--- src/rtl/counter_nch_if.sv ---
// MIO bus port of the multi-channel counter: write strobe, register select,
// write data and registered readback.
interface counter_nch_if #(
  parameter int WIDTH = 32,
  parameter int SEL_W = 4
);
  logic             counter_we;
  logic [SEL_W-1:0] counter_ch;
  logic [WIDTH-1:0] counter_val;
  logic [WIDTH-1:0] counter_out;

  modport master (output counter_we, counter_ch, counter_val, input counter_out);
  modport slave  (input counter_we, counter_ch, counter_val, output counter_out);
endinterface

--- src/rtl/counter_nch.sv ---
// CH-channel down-counter/timer (one-shot, periodic, square) on the MIO bus.
// Define COUNTER_NCH_IRQ_EN to build the ien/st registers, status address and irq.
module counter_nch #(
  parameter int CH    = 3,
  parameter int WIDTH = 32,
  parameter int SEL_W = 4
) (
  input  logic          clk,
  input  logic          rst,
  input  logic [CH-1:0] tick,
  counter_nch_if.slave  bus,
  output logic [CH-1:0] cnt_out,
  output logic          irq
);

  typedef enum logic [1:0] {
    MODE_OFF      = 2'b00,
    MODE_ONESHOT  = 2'b01,
    MODE_PERIODIC = 2'b10,
    MODE_SQUARE   = 2'b11
  } mode_e;

  logic [WIDTH-1:0] reload [CH];
  logic [WIDTH-1:0] count  [CH];
  mode_e            mode   [CH];
  logic [CH-1:0]    ien;
  logic [CH-1:0]    st;

  logic [CH-1:0]    wr_ch;
  logic             wr_ctrl;
  logic [CH-1:0]    dec;
  logic [CH-1:0]    evt;
  logic [WIDTH-1:0] rd;

  always_comb begin
    wr_ctrl = bus.counter_we && (bus.counter_ch == SEL_W'(CH));
    for (int unsigned i = 0; i < CH; i++) begin
      wr_ch[i] = bus.counter_we && (bus.counter_ch == SEL_W'(i));
      // A channel write takes priority over a tick in the same cycle.
      dec[i]   = tick[i] && (mode[i] != MODE_OFF) && (count[i] != '0) && !wr_ch[i];
      evt[i]   = dec[i] && (count[i] == WIDTH'(1));
    end
  end

  always_comb begin
    rd = '0;
    for (int unsigned i = 0; i < CH; i++) begin
      if (bus.counter_ch == SEL_W'(i)) rd = count[i];
    end
    if (bus.counter_ch == SEL_W'(CH)) begin
      for (int unsigned i = 0; i < CH; i++) rd[2*i +: 2] = mode[i];
      rd[2*CH +: CH] = ien;
    end
    if (bus.counter_ch == SEL_W'(CH + 1)) rd[CH-1:0] = st;
  end

  always_ff @(posedge clk) begin
    if (rst) begin
      for (int unsigned i = 0; i < CH; i++) begin
        reload[i] <= '0;
        count[i]  <= '0;
        mode[i]   <= MODE_OFF;
      end
      cnt_out         <= '0;
      bus.counter_out <= '0;
    end else begin
      bus.counter_out <= rd;
      for (int unsigned i = 0; i < CH; i++) begin
        if (wr_ch[i]) begin
          reload[i]  <= bus.counter_val;
          count[i]   <= bus.counter_val;
          cnt_out[i] <= 1'b0;
        end else begin
          if (dec[i]) begin
            if (evt[i] && mode[i] != MODE_ONESHOT) count[i] <= reload[i];
            else                                   count[i] <= count[i] - WIDTH'(1);
          end
          // Output rule uses the pre-write mode, so a same-cycle control write applies next cycle.
          case (mode[i])
            MODE_ONESHOT:  if (evt[i]) cnt_out[i] <= 1'b1;
            MODE_PERIODIC: cnt_out[i] <= evt[i];
            MODE_SQUARE:   if (evt[i]) cnt_out[i] <= ~cnt_out[i];
            default:       ;
          endcase
        end
        if (wr_ctrl) mode[i] <= mode_e'(bus.counter_val[2*i +: 2]);
      end
    end
  end

`ifdef COUNTER_NCH_IRQ_EN
  logic          wr_stat;
  logic [CH-1:0] clr;

  always_comb begin
    wr_stat = bus.counter_we && (bus.counter_ch == SEL_W'(CH + 1));
    clr     = wr_stat ? bus.counter_val[CH-1:0] : '0;
  end

  // Event set beats a same-cycle write-1-to-clear.
  always_ff @(posedge clk) begin
    if (rst) begin
      ien <= '0;
      st  <= '0;
    end else begin
      if (wr_ctrl) ien <= bus.counter_val[2*CH +: CH];
      st <= (st & ~clr) | evt;
    end
  end
`else
  assign ien = '0;
  assign st  = '0;
`endif

  assign irq = |(st & ien);

endmodule
--- src/flat_wrapper.sv ---
// flat-port wrapper written by rule: the top's interface ports become plain ports
module counter_nch_flat 
#(
  parameter int CH    = 3,
  parameter int WIDTH = 32,
  parameter int SEL_W = 4
)
  (clk, rst, tick, cnt_out, irq, bus_counter_we, bus_counter_ch, bus_counter_val, bus_counter_out);
  counter_nch_if #(.WIDTH(WIDTH), .SEL_W(SEL_W)) bus_i ();
  input  logic clk;
  input  logic rst;
  input  logic [CH-1:0] tick;
  output logic [CH-1:0] cnt_out;
  output logic irq;
  input wire logic [$bits(bus_i.counter_we)-1:0] bus_counter_we;
  input wire logic [$bits(bus_i.counter_ch)-1:0] bus_counter_ch;
  input wire logic [$bits(bus_i.counter_val)-1:0] bus_counter_val;
  output wire logic [$bits(bus_i.counter_out)-1:0] bus_counter_out;
  assign bus_i.counter_we = bus_counter_we;
  assign bus_i.counter_ch = bus_counter_ch;
  assign bus_i.counter_val = bus_counter_val;
  assign bus_counter_out = bus_i.counter_out;
  counter_nch #(.CH(CH), .WIDTH(WIDTH), .SEL_W(SEL_W)) u_core (.clk(clk), .rst(rst), .tick(tick), .bus(bus_i), .cnt_out(cnt_out), .irq(irq));
endmodule
--- config.mk ---
export PLATFORM = sky130hd
export DESIGN_NAME = counter_nch_flat
export DESIGN_NICKNAME = d
export VERILOG_FILES = /design/src/rtl/counter_nch_if.sv /design/src/rtl/counter_nch.sv /design/src/flat_wrapper.sv
export SDC_FILE = /design/constraint.sdc
export NUM_CORES = 1
export LEC_CHECK = 0
export BUFFER_PORTS_ARGS = -buffer_cell sky130_fd_sc_hd__buf_2
export CORE_AREA = 2 2 152 214
export DETAILED_ROUTE_END_ITERATION = 6
export DIE_AREA = 0 0 154 216
export HOLD_SLACK_MARGIN = 0.08
export PLACE_DENSITY = 0.59
export SYNTH_ARGS = -nofsm -noshare
export SYNTH_HDL_FRONTEND = slang
export SYNTH_SLANG_ARGS = --single-unit
--- constraint.sdc ---
create_clock -name clk -period 4.69 [get_ports clk]
set_clock_uncertainty 0.05 [all_clocks]
set_input_delay 0.938 -clock clk [delete_from_list [all_inputs] [get_ports clk]]
set_output_delay 0.938 -clock clk [all_outputs]
set_load 0.01 [all_outputs]
==> results.txt <==
placed cell areas - 0.0129 mm²
GPL Wtd Cong - 0.928
cts hold-fix bufs - 0
largest net degree at the start of global routing - 40
clock tree sinks - 233
io pins - 78
Clock Latency Late Sink - 0.54 ns
family with the most delay on the worst path - simple AND/OR/NAND/NOR gates
core box area - 0.0313 mm²
Die H - 216 µm
Post-Synthesis Cells - 1,067
arrival time at the worst endpoint - 3.90 ns
max cap viols - 0
Tot Pwr - 0.00503 W
Die ar. - 0.0333 mm²
final wirelength - 37,300 µm
most frequent cells in the layout - edfxtp_1 (198), nand2_1 (107), nor2_1 (79), buf_2 (76), a21oi_1 (61)
worst path required time - 4.83 ns
Post-DRT Antenna Nets - 0
initial DRC count - 844
Die Wd - 154 µm
register bit total from synthesis - 233
Netlist Area Pre-Place - 0.0121 mm²
initial core utilization - 38.6%
fin crit share - 80.2%
CTS tree - built
hold slack - 0.499 ns
Netlist cell types - 70
CTS max path bufs - 3
vias in the first global route - 9,048
Post-CTS Resized - 0
Clock transition at path regs - 0.07 ns
Final min period - 3.76 ns
Avg Inst Size Synth - 11.3 µm²
slowest CP cell - nor4b_2
TritonCTS buffer count - 23
post-DR vias/cell - 5.91
Post-synth EDFFs - 198
Final Instance Area - 0.0136 mm²
CP Max Fanout - 21
Util after Layout - 43.4%
PD cells - 369 mW/mm²
Final TNS setup - 0 ns
status - completed
RSZ-0062 raised after global routing - false
# diodes - 0
Layout area overhead - 12.7%
total number of vias - 9,137
CP Cell Sequence - nor4_4 -> nand4_4 -> nor4b_2 -> nand3_1 -> nand3_2 -> buf_4
Post-Syn Nets - 1,115
dominant synthesized flop cell - edfxtp_1
setup bufs post-CTS - 0
IO buf count - 76
sequential-to-total area share from yosys stat - 55.1%
crit end category - flip-flop
fmax - 266 MHz
Slew HR - 34.9%
root buffer cell - clkbuf_16
nets - 1,182
final hold vios - 0
share of cells above drive strength 1 - 16.5%
P_leak - 4.90 nW
GRT overflow - 0
dpl hpwl - 26,000 µm
first-pass GRT wire length - 56,100 µm
Setup Crit Path Kind - flip-flop to flip-flop
deepest level of the CTS H-tree - 1
ys async rst share - 0%
worst path bufs/invs - 1
CP peak stage delay - 0.55 ns
WL/cell - 24.2 µm
Tot GR Track Use - 22.2%
Max VDD drop - 187 µV
Syn. warnings - 0
num rows - 77
Worst-Margin Slew - 0.973 ns
commonest non-fill, non-tap cell in the layout - edfxtp_1
DRC errors left - 0
class of the worst hold path - flip-flop to flip-flop
Startpoint Class - flip-flop
Pre-antenna DRT Iters - 5
Max Slew Vio Count - 0
antenna violations before repair - 0
setup violation total in the final timing report - 0
[worst paths after layout]
kind                         from             endpoint  slack (ns)  cells past startpoint
min          u_core.reload[0][19]  u_core.count[0][19]        0.50                      1
min reg2reg  u_core.reload[0][19]  u_core.count[0][19]        0.50                      1
max            u_core.count[0][4]  u_core.count[0][11]        0.93                      6
max reg2reg    u_core.count[0][4]  u_core.count[0][11]        0.93                      6
[layout make-up]
type	count	area, µm²
inverter	17	63.8
sequential	233	6650
clock inverter	11	87.6
timing repair buffer	103	583
fill	2935	17700
multi-input combinational	756	5110
tap	395	494
clock buffer	30	622
[sequential cells by signal (all words and copies together), names as in the netlist]
register                count
u_core.reload              96
u_core.cnt_out              3
u_core.mode                 6
u_core.bus.counter_out     32
u_core.count               96
[cell families after synthesis]
group                      count (synthesis)  share of synthesized area [%]
buffers and inverters                     78                           3.03
adders and majority gates                  6                          0.622
muxes                                     31                           2.57
AOI/OAI and AO/OA                        233                           14.3
other                                      1                         0.0311
and+or+nand+nor                          404                           18.5
DFF                                      233                           55.1
xor gates and xnor gates                  81                           5.88
[Yosys cell counts, types with 5 or more instances]
cell / n / area share [%]
xnor2_1: 42 / 3.0
nand4_1: 9 / 0.47
nand2_1: 107 / 3.3
xor2_1: 39 / 2.8
a22o_1: 6 / 0.44
o21ai_0: 12 / 0.50
ha_1: 6 / 0.62
clkbuf_1: 27 / 0.84
a221o_1: 21 / 1.7
dfxtp_1: 35 / 5.8
or3_1: 14 / 0.73
a31oi_1: 6 / 0.31
a21oi_1: 61 / 2.5
o22ai_1: 24 / 1.2
nor3_1: 28 / 1.2
nor4b_2: 5 / 0.62
a211oi_1: 14 / 0.87
nor2_1: 79 / 2.5
nor4_2: 5 / 0.52
mux2i_1: 31 / 2.6
inv_1: 17 / 0.53
a211oi_2: 12 / 1.2
buf_2: 23 / 0.95
and2_1: 40 / 2.1
a22oi_1: 49 / 3.0
or2_2: 7 / 0.36
edfxtp_1: 198 / 49
or4_1: 10 / 0.62
nor4_1: 31 / 1.6
a221oi_1: 6 / 0.44
nand3_1: 26 / 1.1
nor2b_1: 7 / 0.36
[metal layers]
metal  up-vias  share of wire, %  global-route usage (%)
met5         -                 0                       0
met4         0               3.5                    8.60
met3        73               6.0                    2.35
met2       346                50                    38.2
met1      4522                41                    28.9
li1       4196                 -                       -
[worst register-to-register path: stages, from the launching register on]
cell      delay, ns
edfxtp_1       0.54
nor4_4         0.51
nand4_4        0.41
nor4b_2        0.56
nand3_1        0.46
nand3_2        0.48
buf_4          0.41
[power by group]
part	switching, W	leakage (nW)	internal (W)	total (W)
registers	0.000169	2.27	0.00243	0.00260
clock network	0.000818	0.349	0.000991	0.00181
logic	0.000391	2.29	0.000225	0.000616
[per-stage QoR]
step                instances  setup WS (ns)
global placement         1504           1.04
finish                   1545          0.929
CTS                      1545          0.972
floorplan                1067          0.384
global route             1545          0.787
detailed placement       1504          0.989
No activity file was read; power rests on OpenSTA's default activity.
